**config.mk**
```make
export PLATFORM = sky130hd
export DESIGN_NAME = led_anim_sequencer
export DESIGN_NICKNAME = d
export VERILOG_FILES = /design/src/rtl/led_anim_sequencer.sv
export SDC_FILE = /design/constraint.sdc
export NUM_CORES = 1
export LEC_CHECK = 0
export CORE_ASPECT_RATIO = 0.8
export CORE_MARGIN = 2
export CORE_UTILIZATION = 45
export CTS_BUF_LIST = sky130_fd_sc_hd__clkbuf_4
export DETAILED_ROUTE_END_ITERATION = 7
export GPL_TIMING_DRIVEN = 0
export PLACE_DENSITY = 0.77
export SYNTH_ARGS = -nofsm -noshare
export SYNTH_HDL_FRONTEND = slang
export SYNTH_SLANG_ARGS = --single-unit
```
**constraint.sdc**
```tcl
create_clock -name CLK -period 3.59 [get_ports CLK]
set_input_delay 0.359 -clock CLK [delete_from_list [all_inputs] [get_ports CLK]]
set_output_delay 0.359 -clock CLK [all_outputs]
set_load 0.05 [all_outputs]
```
**src/rtl/led_anim_sequencer.sv**
```systemverilog
// rtl/led_anim_sequencer.sv - frame sequencer from pattern ROM onto an active-low PWM-dimmed LED bar
module led_anim_sequencer #(
    parameter int ADDR_W   = 3,
    parameter int TICK_DIV = 16384,
    parameter int HOLD_W   = 8,
    parameter int PWM_W    = 4
) (
    input  logic              CLK,
    input  logic              RST_N,
    input  logic              START,
    input  logic              STOP,
    input  logic              LOOP,
    input  logic [ADDR_W-1:0] FIRST,
    input  logic [ADDR_W-1:0] LAST,
    input  logic [HOLD_W-1:0] HOLD,
    input  logic [PWM_W-1:0]  BRIGHT,
    output logic [ADDR_W-1:0] ROM_ADDR,
    input  logic [7:0]        ROM_DATA,
    output logic [7:0]        LED_BAR,
    output logic              BUSY,
    output logic              FRAME_STB,
    output logic              DONE
);

    localparam int PRE_W = (TICK_DIV > 1) ? $clog2(TICK_DIV) : 1;
    localparam logic [PRE_W-1:0] PRE_MAX = PRE_W'(TICK_DIV - 1);

    typedef enum logic [1:0] {
        ST_IDLE  = 2'd0,
        ST_FETCH = 2'd1,
        ST_SHOW  = 2'd2
    } state_t;

    state_t            state_q, state_d;
    logic [ADDR_W-1:0] addr_q, addr_d;
    logic [ADDR_W-1:0] first_q, first_d;
    logic [ADDR_W-1:0] last_q, last_d;
    logic [HOLD_W-1:0] hold_q, hold_d;
    logic [HOLD_W-1:0] hold_cnt_q, hold_cnt_d;
    logic [PRE_W-1:0]  presc_q, presc_d;
    logic [7:0]        frame_q, frame_d;
    logic              stb_q, stb_d;
    logic              done_q, done_d;
    logic [PWM_W-1:0]  pwm_q;
    logic [7:0]        led_q;

    logic tick;
    logic busy;
    logic lit;

    assign tick = (presc_q == PRE_MAX);
    assign busy = (state_q != ST_IDLE);
    // BRIGHT all-ones forces full duty; otherwise lit for the first BRIGHT counts of each PWM period.
    assign lit  = (pwm_q < BRIGHT) | (&BRIGHT);

    // Next-state logic: start acceptance, frame fetch, hold timing and sequence walk.
    always_comb begin
        state_d    = state_q;
        addr_d     = addr_q;
        first_d    = first_q;
        last_d     = last_q;
        hold_d     = hold_q;
        hold_cnt_d = hold_cnt_q;
        presc_d    = presc_q;
        frame_d    = frame_q;
        stb_d      = 1'b0;
        done_d     = 1'b0;

        unique case (state_q)
            ST_IDLE: begin
                if (START && !STOP) begin
                    first_d = FIRST;
                    last_d  = LAST;
                    hold_d  = HOLD;
                    addr_d  = FIRST;
                    state_d = ST_FETCH;
                end
            end
            ST_FETCH: begin
                if (STOP) begin
                    state_d = ST_IDLE;
                end else begin
                    frame_d    = ROM_DATA;
                    stb_d      = 1'b1;
                    hold_cnt_d = (hold_q == '0) ? HOLD_W'(1) : hold_q;
                    presc_d    = '0;
                    state_d    = ST_SHOW;
                end
            end
            ST_SHOW: begin
                if (STOP) begin
                    state_d = ST_IDLE;
                end else if (tick) begin
                    presc_d = '0;
                    if (hold_cnt_q == HOLD_W'(1)) begin
                        if (addr_q != last_q) begin
                            addr_d  = addr_q + ADDR_W'(1);
                            state_d = ST_FETCH;
                        end else if (LOOP) begin
                            addr_d  = first_q;
                            state_d = ST_FETCH;
                        end else begin
                            done_d  = 1'b1;
                            state_d = ST_IDLE;
                        end
                    end else begin
                        hold_cnt_d = hold_cnt_q - HOLD_W'(1);
                    end
                end else begin
                    presc_d = presc_q + PRE_W'(1);
                end
            end
            default: begin
                state_d = ST_IDLE;
            end
        endcase
    end

    // Sequencer state register.
    always_ff @(posedge CLK) begin
        if (!RST_N) begin
            state_q    <= ST_IDLE;
            addr_q     <= '0;
            first_q    <= '0;
            last_q     <= '0;
            hold_q     <= '0;
            hold_cnt_q <= '0;
            presc_q    <= '0;
            frame_q    <= '0;
            stb_q      <= 1'b0;
            done_q     <= 1'b0;
        end else begin
            state_q    <= state_d;
            addr_q     <= addr_d;
            first_q    <= first_d;
            last_q     <= last_d;
            hold_q     <= hold_d;
            hold_cnt_q <= hold_cnt_d;
            presc_q    <= presc_d;
            frame_q    <= frame_d;
            stb_q      <= stb_d;
            done_q     <= done_d;
        end
    end

    // Free-running PWM counter and registered active-low bar drive.
    always_ff @(posedge CLK) begin
        if (!RST_N) begin
            pwm_q <= '0;
            led_q <= 8'hFF;
        end else begin
            pwm_q <= pwm_q + PWM_W'(1);
            led_q <= busy ? ~(frame_q & {8{lit}}) : 8'hFF;
        end
    end

    assign ROM_ADDR  = addr_q;
    assign LED_BAR   = led_q;
    assign BUSY      = busy;
    assign FRAME_STB = stb_q;
    assign DONE      = done_q;

endmodule
```
== Yosys cells after proc, flatten, opt, wreduce, memory -nomap -nowiden ==
Index checks and enable logic that the tools add are counted.
Word-level totals
  bits in registers: 63
  output and inout port bits: 14
  word-level logic and storage cells: 83
Cells by class
  add/sub/neg operators: 4
  order comparisons: 1
  equality and inequality tests: 14
  multiplexer cells: 27
  bitwise operators: 8
  reductions and logical operators: 17
Operators by type and width (count)
  $mux 14: 3
  $mux 8: 5
  $pmux 14 s2: 1
  $mux 3: 6
  $pmux 8 s2: 1
  $add 14x1->14 const B: 1
  $eq 14x14->1 const B: 1
  $ne 2x2->1 const B: 6
  $mux 2: 5
  $ne 3x3->1 const B: 3
  $and 8x8->8: 1
  $eq 8x1->1 const B: 1
  $logic_not 8->1: 1
  $not 8->8: 1
  $reduce_and 2->1: 4
  $sub 8x1->8 const B: 1
  $pmux 2 s3: 1
  $pmux 3 s2: 1
  $reduce_and 3->1: 2
  $reduce_and 6->1: 1
  $reduce_bool 2->1: 3
  $reduce_or 6->1: 1
  $not 1->1: 5
  $reduce_and 5->1: 1
  12 further kinds: 15

== Longest topological paths before layout ==
Gate-level depths: netlist (run 1).
  depth in word-level cells: 6
  gate-level depth with buffers: 8
  gate-level depth less buffers: 7

== Worst setup path before layout (run 1) ==
Ideal clock, no wire load.
  kind: register to register
  from: register hold_cnt_q[2]
  to: register hold_cnt_q[3]
  setup time: 0.119 ns
  data arrival time: 2.030 ns
  path slack: 1.441 ns
  cell stages (with the launch flop): 7
  period minus slack after synthesis: 2.149 ns
  cell sequence: dfxtp_1 > or4_4 > or4b_4 > a31oi_4 > buf_6 > a21oi_2 > o221a_1
On the way
  cells in the longest elaborated chain, start to end: 5
  elaborated cells on any way between the ends: 8
Ends and longest elaborated chain
  start, declared: RTL line 39  | logic [HOLD_W-1:0] hold_cnt_q, hold_cnt_d;
  start signal, assigned: RTL line 138  | hold_cnt_q <= hold_cnt_d;
  $sub 8x1->8: RTL line 107  | hold_cnt_d = hold_cnt_q - HOLD_W'(1);
  $mux 8: RTL line 95  | if (hold_cnt_q == HOLD_W'(1)) begin
  $mux 8: RTL line 93  | end else if (tick) begin
  $mux 8: RTL line 91  | if (STOP) begin
  $pmux 8 s2: RTL line 69  | unique case (state_q)
Parallel ways exist; a longest one is shown, timed or not. The select of a mux whose other input is x is not followed.
A chain may end at the register's enable or synchronous reset.

== Worst setup path after layout (run 1) ==
  from: register state_q[0]
  to: output port BUSY
On the way
  cells in the longest elaborated chain, start to end: 1
Ends and longest elaborated chain
  start, declared: RTL line 34  | state_t state_q, state_d;
  start signal, assigned: RTL line 133  | state_q <= state_d;
  $reduce_bool 2->1: RTL line 52  | assign busy = (state_q != ST_IDLE);
  end, declared: RTL line 20  | output logic BUSY,
No other way between the ends.

==> run summary, run 1 <==
• final clock period utilization by the worst path: 64.8%
• Routed WL: 6320 um
• detailed-placement wirelength estimate: 4590 um
• post-synthesis area per instance: 8.49 um^2
• sequential area share after synthesis: 43.8%
• clock-pin transition on the worst setup and hold timing paths: 110 ps
• Placed Instance Area: 3400 um^2
• DRT antenna net count: 0
• reg2reg path depth: 6
• final setup margin: 1260 ps
• class of the tightest hold or removal check: in2reg
• top flip-flop cell by instance count after synthesis: sky130_fd_sc_hd__dfxtp_1
• mean number of vias per cell: 5.28
• YS warnings: 0
• setup skew after layout: 16.1 ps
• post-DR wirelength/cell: 13.1 um
• most used cells in the layout excluding fill and tap cells: sky130_fd_sc_hd__dfxtp_1, sky130_fd_sc_hd__nand2_1, sky130_fd_sc_hd__clkdlybuf4s50_1, sky130_fd_sc_hd__a21oi_1, sky130_fd_sc_hd__nor2_1
• count of final setup violators: 0
• First-pass DRT Iterations: 4
• htree depth: 3
• maximum count of clock buffers along a single path: 2
• RSZ-0062 raised after global routing: false
• biggest fanout along the worst timing path: 7
• number of nets in the layout: 431
• Synth Instances: 339
• synth unique cells: 53
• Post-route DRC: 0
• number of vias after detailed routing: 2540
• Total Routing Usage GR: 19.7%
• launching element type of the critical path: flip-flop
• list of cells traversed by the critical path: clkbuf_1 -> or2_2 -> clkdlybuf4s50_1
• worst max-slew margin expressed relative to the limit: 43.6%
• required time at the endpoint of the critical path: 3230 ps
• share of async-settable or async-resettable flops after synthesis: 0%
• number of buffers created by CTS: 9
• number of max-cap violations: 0
• total inserted antenna cells: 0
• global placement routability congestion: 0.849
• final critical path time including I/O delays and setup: 2330 ps
• delay of the slowest cell on the worst path: 800 ps
• outcome: finished, final reports clean
• ports placed on the boundary: 45
• clock root buffer: sky130_fd_sc_hd__clkbuf_4
• Starting Density: 45.8%
• maximum achievable frequency: 0.430 GHz
• power per cell area: 428 nW/um^2
• Arr. time, crit path: 1970 ps
• cell count of the worst hold path: 2
• ratio of cells with drive above 1 in the final layout: 8.31%
• CORE AREA: 6280 um^2
• worst-margin pin slew: 841 ps
• Die Area: 7050 um^2
• violation count after the first detailed-routing iteration: 103
• Worst-Skew Late Latency: 420 ps
• Area Overhead vs Synth: 24.7%
• number of global-route vias before repair: 2349
• number of slew-limit violations in the final report: 0
• final total power: 1.54 mW
• TritonCTS clock tree: yes
• post-synthesis instance area: 2880 um^2
• final-layout setup total negative slack: 0 ps
• vertical extent of the die: 75.5 um
• Syn Nets: 378
• Lkg Pwr: 1.31 nW
• standard cell with the maximum stage delay on the critical path: sky130_fd_sc_hd__clkdlybuf4s50_1
• CP endpoint kind: primary output
• largest net degree at the start of global routing: 12
• number of enable flip-flop cells after synthesis: 0
• post-synthesis register bit count: 63
• number of gates given a new drive strength after cts: 0
• final hold violations: 0
• fill cell instance count of the final layout: 575
• cell area after layout: 3590 um^2
• number of antenna violations at the first check in global routing: 0
• total overflow reported by the global router: 0
• final-layout worst hold slack: 357 ps
• post-place setup slack: 1060 ps
• number of buffer cells added on primary ports: 42
• Post-CTS Hold Fix Bufs: 0
• global-route wire length before repair: 10700 um
• Core Rows: 26
• startpoint-to-endpoint class of the critical path: reg2out
• post-CTS setup-driven buffer insertion count: 0
• floorplan die width: 93.4 um
• CTS sink cnt: 63
• VDD IR max: 259 uV
-- metrics by stage --
step           util [%]  cells
2_1_floorplan         -    339
3_3_place_gp       54.2    465
3_5_place_dp       54.2    465
4_1_cts            57.1    481
5_1_grt            57.1    481
6_report           57.1    481
-- state kept, by name (all words and copies together), names as in the netlist --
signal      count
DONE            1
hold_q          8
ROM_ADDR        3
first_q         3
LED_BAR         8
hold_cnt_q      8
last_q          3
state_q         2
presc_q        14
pwm_q           4
frame_q         8
FRAME_STB       1
-- kinds of logic after synthesis --
family	synth area share [%]
AO/OA/AOI/OAI	17.3
XOR/XNOR	6.70
adder cells (fa/ha/maj)	3.48
buffers and inverters	4.04
flip-flops	43.8
multiplexers	1.09
AND/OR/NAND/NOR	23.6
-- synth_stat cells (all sizes together), types with 2 or more instances --
library cell,instances,share of area (%)
xnor2,13,4.0
nor3b,2,0.52
a31oi,2,0.96
nor2,27,3.6
nand2b,3,0.65
o31a,2,0.61
and4,2,0.61
inv,9,1.2
nor4,7,1.7
o211a,2,0.70
o211ai,2,0.52
or3,3,0.74
clkbuf,14,2.2
nand2,63,8.2
a211oi,4,1.0
nand3,4,0.70
nor2b,4,0.87
a211o,6,1.9
a21o,2,0.52
buf,3,0.70
ha,8,3.5
xor2,9,2.7
a21oi,38,6.7
mux2i,2,0.70
o21ai,12,2.1
nand4,7,1.5
nor3,9,1.6
dfxtp,63,44
and2,3,0.70
-- layout make-up --
type,instances,area [um^2],share of cell area [%]
Sequential cell,63,1260,35.2
Timing Repair Buffer,42,420,11.7
Clock buffer,10,75.1,2.09
Clock inverter,6,109,3.03
Buffer,17,82.6,2.30
Tap cell,84,105,2.93
Multi-Input combinational cell,250,1500,41.8
Inverter,9,33.8,0.942
-- critical path: cells and delay by family, from the launching register on --
kind                   cells  cell delay, ps
DFF                        1             310
buffers and inverters      2            1050
and+or+nand+nor            1             200
-- power by group --
| part | switching (mW) | total, mW | internal (mW) |
|---|---|---|---|
| combinational | 0.0967 | 0.182 | 0.0856 |
| sequential | 0.0176 | 0.735 | 0.717 |
| clock | 0.259 | 0.619 | 0.359 |
| total | 0.374 | 1.54 | 1.16 |
-- final timing paths --
check | start | end | slack [ps]
hold reg to reg | frame_q[7] | LED_BAR[7] | 390
setup reg to reg | presc_q[0] | ROM_ADDR[2] | 1270
hold / removal | RST_N | presc_q[11] | 360
setup / recovery | state_q[0] | BUSY | 1260
-- per-layer routing --
metal	up-vias	wire length, um	global-route usage (%)
li1	1294	-	-
met1	1176	3090	24.8
met2	62	2760	31.3
met3	8	385	7.02
met4	0	82	8.33
met5	-	0	0
(Power assumes the default switching activity.)
==> run 2: changes to the inputs <==
PLACE_DENSITY = 0.79   (was 0.77)
clock period = 1.97 ns   (was 3.59 ns; I/O delays follow)
==> run summary, run 2 (same netlist as run 1, synthesis figures left out) <==
• outcome: complete, but fails checks
• violations in the final reports: setup timing
• final setup margin: -165 ps, -1430 ps
• Post-route DRC: 0, unchanged
• Cell Int Power: 1.75 mW, +50%
• clock root buffer: sky130_fd_sc_hd__clkbuf_4
• total instance count after detailed placement: 465, unchanged
• post-place setup slack: -386 ps, -1440 ps
• global-route wire length before repair: 11500 um, +8.0%
• Worst Hold Endpoint: presc_q[11]
• ratio of cells with drive above 1 in the final layout: 13.7%, +5.4 points
• number of vias after detailed routing: 2589, +1.9%
• RSZ-0062 raised after global routing: true
• htree depth: 3, unchanged
• combinational fraction of design power: 14.5%, +2.6 points
• worst r2r src: hold_cnt_q[3]
• cell count of the worst hold path: 2, unchanged
• FF+latch area: 1270 um^2, +0.79%
• global placement routability congestion: 0.854, +0.61%
• CORE AREA: 6280 um^2, unchanged
• worst-margin pin slew: 585 ps, -257 ps
• worst max-slew margin expressed relative to the limit: 60.7%, +17 points
• final hold violations: 0, unchanged
• required time at the endpoint of the critical path: 2280 ps, -950 ps
• DRT antenna net count: 0, unchanged
• number of buffer cells added on primary ports: 42, unchanged
• setup skew after layout: 10.3 ps, -5.88 ps
• part of the power in the clock network: 30.0%, -10 points
• post-DR wirelength/cell: 14.1 um, +7.3%
• most used cells in the layout excluding fill and tap cells: sky130_fd_sc_hd__nand2_1, sky130_fd_sc_hd__dfxtp_1, sky130_fd_sc_hd__clkdlybuf4s50_1, sky130_fd_sc_hd__a21oi_1, sky130_fd_sc_hd__nor2_1
• CTS sink cnt: 63, unchanged
• Final Non-Filler Cells: 485, +0.83%
• maximum count of clock buffers along a single path: 2, unchanged
• number of buffers created by CTS: 9, unchanged
• Net Sw Frac: 27.7%, +3.4 points
• vertical extent of the die: 75.5 um, unchanged
• reg2reg path depth: 6, unchanged
• Die Area: 7050 um^2, unchanged
• CP endpoint kind: flip-flop
• class of the tightest hold or removal check: in2reg
• power per cell area: 669 nW/um^2, +56%
• Worst-Skew Late Latency: 420 ps, about the same
• TritonCTS clock tree: yes
• switching power total: 670 uW, +79%
• number of global-route vias before repair: 2537, +8.0%
• detailed-placement wirelength estimate: 4950 um, +7.9%
• area taken by multi-input logic gates: 1550 um^2, +3.3%
• Core Rows: 26, unchanged
• count of final setup violators: 11, +11
• clock-pin transition on the worst setup and hold timing paths: 100 ps, about the same
• Arr. time, crit path: 2440 ps, +470 ps
• most common cell after layout, fill and taps aside: sky130_fd_sc_hd__nand2_1
• mean number of vias per cell: 5.34, +1.1%
• startpoint-to-endpoint class of the critical path: reg2reg
• final-layout setup total negative slack: -1020 ps, -1020 ps
• max FFs per register: 14, unchanged
• final total power: 2.42 mW, +57%
• biggest fanout along the worst timing path: 5, -2
• Lkg Pwr: 1.34 nW, +2.1%
• number of max-cap violations: 0, unchanged
• floorplan die width: 93.4 um, unchanged
• final critical path time including I/O delays and setup: 2140 ps
• VDD IR max: 329 uV, +27%
• final clock period utilization by the worst path: 108%
• ports placed on the boundary: 45, unchanged
• number of slew-limit violations in the final report: 0, unchanged
• violation count after the first detailed-routing iteration: 111, +7.8%
• Starting Density: 45.8%, unchanged
• Reg power frac: 55.5%, +7.7 points
• First-pass DRT Iterations: 4, unchanged
• launching element type of the critical path: flip-flop
• total overflow reported by the global router: 0, unchanged
• Routed WL: 6840 um, +8.2%
• register ranked first by flip-flop count: presc_q
• utilization of the core after routing: 57.5%, +0.36 points
• fill cell instance count of the final layout: 570, -0.87%
• maximum achievable frequency: 0.468 GHz
• capturing point of the worst reg2reg path: hold_cnt_q[3]
• number of nets in the layout: 435, +0.93%
• total inserted antenna cells: 0, unchanged
• register-to-register setup slack: -170 ps, -1440 ps
• Total Routing Usage GR: 21.1%, +1.4 points
• number of antenna violations at the first check in global routing: 0, unchanged
• largest net degree at the start of global routing: 15, +3
• Area Overhead vs Synth: 25.4%
• hold path startpoint: RST_N
• Post-CTS Hold Fix Bufs: 0, unchanged
[run 2: changes by cell type in the layout (fill, tap and decap cells not counted), moves of 2 or more]
cell,delta
sky130_fd_sc_hd__buf_4,+7
sky130_fd_sc_hd__bufinv_16,-3
sky130_fd_sc_hd__clkbuf_1,-5
sky130_fd_sc_hd__clkbuf_2,+3
sky130_fd_sc_hd__clkinv_1,+2
sky130_fd_sc_hd__dfxtp_1,-8
sky130_fd_sc_hd__dfxtp_2,+8
[run 2: what timing repair did]
item	in CTS	in global routing
cloned	1	0
gates resized for setup	13	9
setup endpoints to repair	34	48
pin swaps	6	4
buffers inserted	5	1
endpoints found under the hold margin	0	0
[run 2: power groups by stage]
stage	Combinational (mW)	Sequential (mW)	Clock, mW
2_1_floorplan	0.197	1.38	0
3_3_place_gp	0.324	1.37	0
3_5_place_dp	0.334	1.37	0
4_1_cts	0.344	1.34	0.742
5_1_grt	0.383	1.35	0.796
6_report	0.349	1.34	0.726
[run 2: per-stage QoR]
stage                     hold slack (ps)  area [um^2]
after CTS                             184         3600
after detailed placement              380         3410
final                                 199         3610
after global routing                  220         3610
after floorplan                       273         2880
after global placement                375         3410
[run 2: final cells by class]
type | instances | area share [%]
buffer | 14 | 2.05
clock buffer | 11 | 2.29
clock inverter | 5 | 0.693
inverter | 9 | 0.936
multi-input combinational | 250 | 42.9
sequential | 63 | 35.2
tap | 84 | 2.91
timing repair buffer | 49 | 13.0
[run 2: how the worst max path moves through the flow]
| stage | start | end | slack [ps] |
|---|---|---|---|
| after detailed placement | BRIGHT[1] | LED_BAR[4] | -390 |
| after floorplan | hold_cnt_q[5] | hold_cnt_q[3] | -60 |
| after global routing | hold_cnt_q[3] | hold_cnt_q[3] | -210 |
| after global placement | BRIGHT[1] | LED_BAR[4] | -380 |
| after CTS | hold_cnt_q[3] | hold_cnt_q[3] | -190 |
| final | hold_cnt_q[3] | hold_cnt_q[3] | -170 |
[run 2: critical path, cell delays in order (launching register included)]
cell,delay (ps)
sky130_fd_sc_hd__dfxtp_2,340
sky130_fd_sc_hd__or4_4,560
sky130_fd_sc_hd__or4b_4,520
sky130_fd_sc_hd__a31oi_4,220
sky130_fd_sc_hd__buf_6,150
sky130_fd_sc_hd__a21oi_2,30
sky130_fd_sc_hd__o221a_1,200
[run 2: metal layers]
metal / GRT usage, % / share of wire, % / vias up
met1: 25.0 / 45 / 1227
met3: 5.74 / 5.8 / 8
li1: - / - / 1289
met5: 0 / 0 / -
met2: 37.4 / 48 / 65
met4: 8.17 / 1.2 / 0
==> variant 1, RTL diff (config.mk and constraints of run 1) <==
Encoding of `state_t`: now one-hot (3 bits for 3 states).
--- a/src/rtl/led_anim_sequencer.sv
+++ b/src/rtl/led_anim_sequencer.sv
@@ -25,10 +25,10 @@
     localparam int PRE_W = (TICK_DIV > 1) ? $clog2(TICK_DIV) : 1;
     localparam logic [PRE_W-1:0] PRE_MAX = PRE_W'(TICK_DIV - 1);
 
-    typedef enum logic [1:0] {
-        ST_IDLE  = 2'd0,
-        ST_FETCH = 2'd1,
-        ST_SHOW  = 2'd2
+    typedef enum logic [2:0] {
+        ST_IDLE  = 3'b001,
+        ST_FETCH = 3'b010,
+        ST_SHOW  = 3'b100
     } state_t;
 
     state_t            state_q, state_d;
Behaviour: same outputs for any inputs over 10 cycles, from zero or initial values and one cycle with RST_N low; not proved beyond that.
==> variant 1 against run 1 <==
Clock power shrank 20%. Power fell by 11%. Synthesized cell count increased by 8.6%. First-iteration DRC count rose by 58%. Sequential cell count increased by 1. Wire length grew 16%. Synthesized area up 5.2%. Global-route usage rose by 1.9 points. Sequential share of layout area fell by 0.55 points. Maximum frequency fell by 5.4%. Worst setup slack worse by 0.13 ns. Final area up 3.2%. Count of clock-buffer cells in the layout decreased by 1. Critical path type unchanged. Largest power group unchanged.
==> variant 1: results (changes against run 1) <==
metric,value,unit,change
critical path arrival,2.10,ns,+0.13 ns
Logic inverters,8,,-1
synthesis-to-layout area growth,22.3,%,
Worst Skew,0.0122,ns,-0.00395 ns
"Max FO, Critical Path",5,,-2
sequential fraction of the synthesis area,42.3,%,-1.5 points
Nets,461,,+7.0%
wire length after detailed routing,7.30,mm,+16%
fraction of layout cells with a size suffix above 1,7.73,%,-0.58 points
Seq area share,34.6,%,-0.55 points
switching share of total power,26.7,%,+2.4 points
gr usage total,21.6,%,+1.9 points
Sequential Power,737,uW,about the same
NonClk Buf Share,13.7,%,-0.33 points
area of the multi-input gates,0.00164,mm^2,+9.3%
drt initial violations,163,,+58%
Clk pwr share,36.0,%,-4.3 points
Hold Slack,0.386,ns,+0.0292 ns
core area,0.00644,mm^2,+2.6%
vias in the first global route,2653,,+13%
Synthesized Nets,407,,+7.7%
number of fill cells,603,,+4.9%
vias,2814,,+11%
vias per cell,5.51,,+4.3%
Worst R2R End,hold_cnt_q[6]$_SDFFE_PN0P_,,
"Buffers, non-clock",60,,+1.7%
Hold Path End,presc_q[10]$_SDFFE_PN0P_,,
status,finished clean,,
Layout clock area frac,3.75,%,-1.4 points
R2R Setup Slk,1.47,ns,+0.20 ns
Seq cells,64,,+1.6%
Hold Path Depth,3,,+1
clk pwr,494,uW,-20%
max_slew headroom,38.7,%,-4.9 points
global placement routability congestion,0.849,,about the same
Multi-input comb cells,279,,+12%
Cell Count Post-Placement,495,,+6.5%
==> variant 1: tightest hold or removal path, cell delays in order <==
cell and delay [ns]:
clkbuf_1 0.22, nand2_1 0.13, o21bai_1 0.05
==> variant 1: routing by layer <==
metal / track usage, % / up-vias / part of all wire (%)
met5: 0 / - / 0
met4: 4.43 / 0 / 0.90
met3: 6.70 / 7 / 6.4
met2: 35.4 / 93 / 47
met1: 28.0 / 1309 / 46
li1: - / 1405 / -
==> variant 1: kinds of logic (layout without fill, tap and decap cells) <==
| group | count (synthesis) | count (layout) | share of synthesized area, % |
|---|---|---|---|
| adders and majority gates | 8 | 8 | 3.31 |
| AOI/OAI and AO/OA | 94 | 94 | 20.3 |
| muxes | 3 | 3 | 0.992 |
| xor gates and xnor gates | 9 | 9 | 2.60 |
| buffers and inverters | 25 | 84 | 3.51 |
| DFF | 64 | 64 | 42.3 |
| and+or+nand+nor | 165 | 165 | 26.9 |
==> variant 2, RTL diff (settings of run 1) <==
Without the edit above. Change the parameter `HOLD_W` from 8 to 6.
--- a/src/rtl/led_anim_sequencer.sv
+++ b/src/rtl/led_anim_sequencer.sv
@@ -2,7 +2,7 @@
 module led_anim_sequencer #(
     parameter int ADDR_W   = 3,
     parameter int TICK_DIV = 16384,
-    parameter int HOLD_W   = 8,
+    parameter int HOLD_W   = 6,
     parameter int PWM_W    = 4
 ) (
     input  logic              CLK,
Ports: changed (resized HOLD); port bits go from 45 to 43. No check against the original RTL was run, so the function may have changed too.
==> variant 2 against run 1 <==
Worst setup slack improved by 0.010 ns. Hold slack gained 0.045 ns. Wire length down 3.7%. Synthesized area fell by 11%. Clock power fell by 40%. Sequential power shrank 6.5%. Global-route usage up 1.8 points. Power fell by 20%. Sequential share of layout area up 2.1 points. Sequential cell count fell by 4. Final area fell by 12%. Largest power group unchanged. Critical path type is now primary input to flip-flop.
==> variant 2: results (changes against run 1) <==
metric,value,unit,change
status,finished clean,,
Global Route met2 Usage,32.3,%,+1.1 points
"Max FO, Critical Path",8,,+1
Synth Area in Adders,3.92,%,+0.45 points
initial core utilization,46.7,%,+0.85 points
startpoint types,primary input,,
wire length after detailed routing,6.08,mm,-3.7%
placed instance area,0.00307,mm^2,-9.8%
Post-Synthesis Cells,305,,-10%
worst-margin pin slew,0.911,ns,+0.0694 ns
Synth Area in Compound Gates,14.2,%,-3.1 points
mux contribution to synthesized area,0.785,%,-0.30 points
pre-CTS setup slack,0.938,ns,-0.121 ns
GR Util met3,5.53,%,-1.5 points
Worst Skew,0.00717,ns,-0.00896 ns
Hold Path End,LED_BAR[1]$_SDFF_PN1_,,
PortBufs,42,,unchanged
Nets,395,,-8.4%
"slowest stage delay, CP",0.77,ns,-0.03 ns
Hold Path Depth,1,,-1
RR Startpoint,pwm_q[1]$_SDFF_PN0_,,
sequential fraction of the synthesis area,46.3,%,+2.5 points
Synthesized Nets,342,,-9.5%
Cell Count Post-Placement,425,,-8.6%
Ys Warns,0,,unchanged
pin count of the biggest net entering global routing,11,,-1
metal3 WL,370,um,-3.9%
"delay-heaviest family, CP",compound AO/OA/AOI/OAI gates,,
Post-DP HPWL,4.35,mm,-5.2%
first-pass GRT wire length,10.5,mm,-1.5%
Worst R2R End,LED_BAR[7]$_SDFF_PN1_,,
CTS Buf Count,9,,unchanged
R2R Setup Slk,1.43,ns,+0.16 ns
vias in the first global route,2252,,-4.1%
Routed WL per cell,13.8,um,+5.0%
vias per cell,5.35,,+1.3%
Synth Area in XOR/XNOR,6.82,%,+0.12 points
CP Launch Point,BRIGHT[1],,
fraction of layout cells with a size suffix above 1,5.79,%,-2.5 points
global placement routability congestion,0.842,,-0.84%
Synth area leaders,"dfxtp_1 (46%), nand2_1 (8.5%), a21oi_1 (5.7%), ha_1 (3.9%), xor2_1 (3.8%)",,
worst hold-check path type,flip-flop to flip-flop,,
Met1 Wirelength,2.84,mm,-7.9%
met1 global-route usage,29.9,%,+5.2 points
Clock Latency Late Sink,0.40,ns,-0.02 ns
Leak,1.22,nW,-7.1%
gr usage total,21.5,%,+1.8 points
Max Cap Violations,0,,unchanged
drt initial violations,153,,+49%
Yosys cell types,44,,-17%
CP max stage cell,a211oi_1,,
Hold Slack,0.402,ns,+0.0449 ns
most frequent cells after synthesis,"dfxtp_1 (59), nand2_1 (58), a21oi_1 (29)",,
VDD IR-drop max,0.241,mV,-6.7%
Worst R2R Path Depth,5,,-1
hold path startpoint,frame_q[1]$_SDFFE_PN0P_,,
==> variant 2: report_power, final <==
| group | switching (mW) | internal [mW] |
|---|---|---|
| Clock | 0.241 | 0.132 |
| Sequential | 0.0153 | 0.672 |
| Combinational | 0.0893 | 0.0709 |
==> variant 2: how the worst max path moves through the flow <==
| stage | end | slack [ns] | cells past startpoint |
|---|---|---|---|
| detailed placement | LED_BAR[2]$_SDFF_PN1_ | 0.94 | 7 |
| CTS | BUSY | 1.33 | 2 |
| finish | LED_BAR[7]$_SDFF_PN1_ | 1.27 | 7 |
| floorplan | hold_cnt_q[0]$_SDFFE_PN0P_ | 1.75 | 7 |
| global placement | LED_BAR[4]$_SDFF_PN1_ | 1.04 | 7 |
| global route | LED_BAR[1]$_SDFF_PN1_ | 1.17 | 7 |
==> variant 2: final cells by class <==
cell class,instances,area [um^2]
buffer,12,47.5
clock buffer,9,67.6
clock inverter,7,35.0
fill,515,2290
inverter,8,30.0
multi-input combinational,226,1290
sequential,59,1180
tap,78,97.6
timing repair buffer,42,420
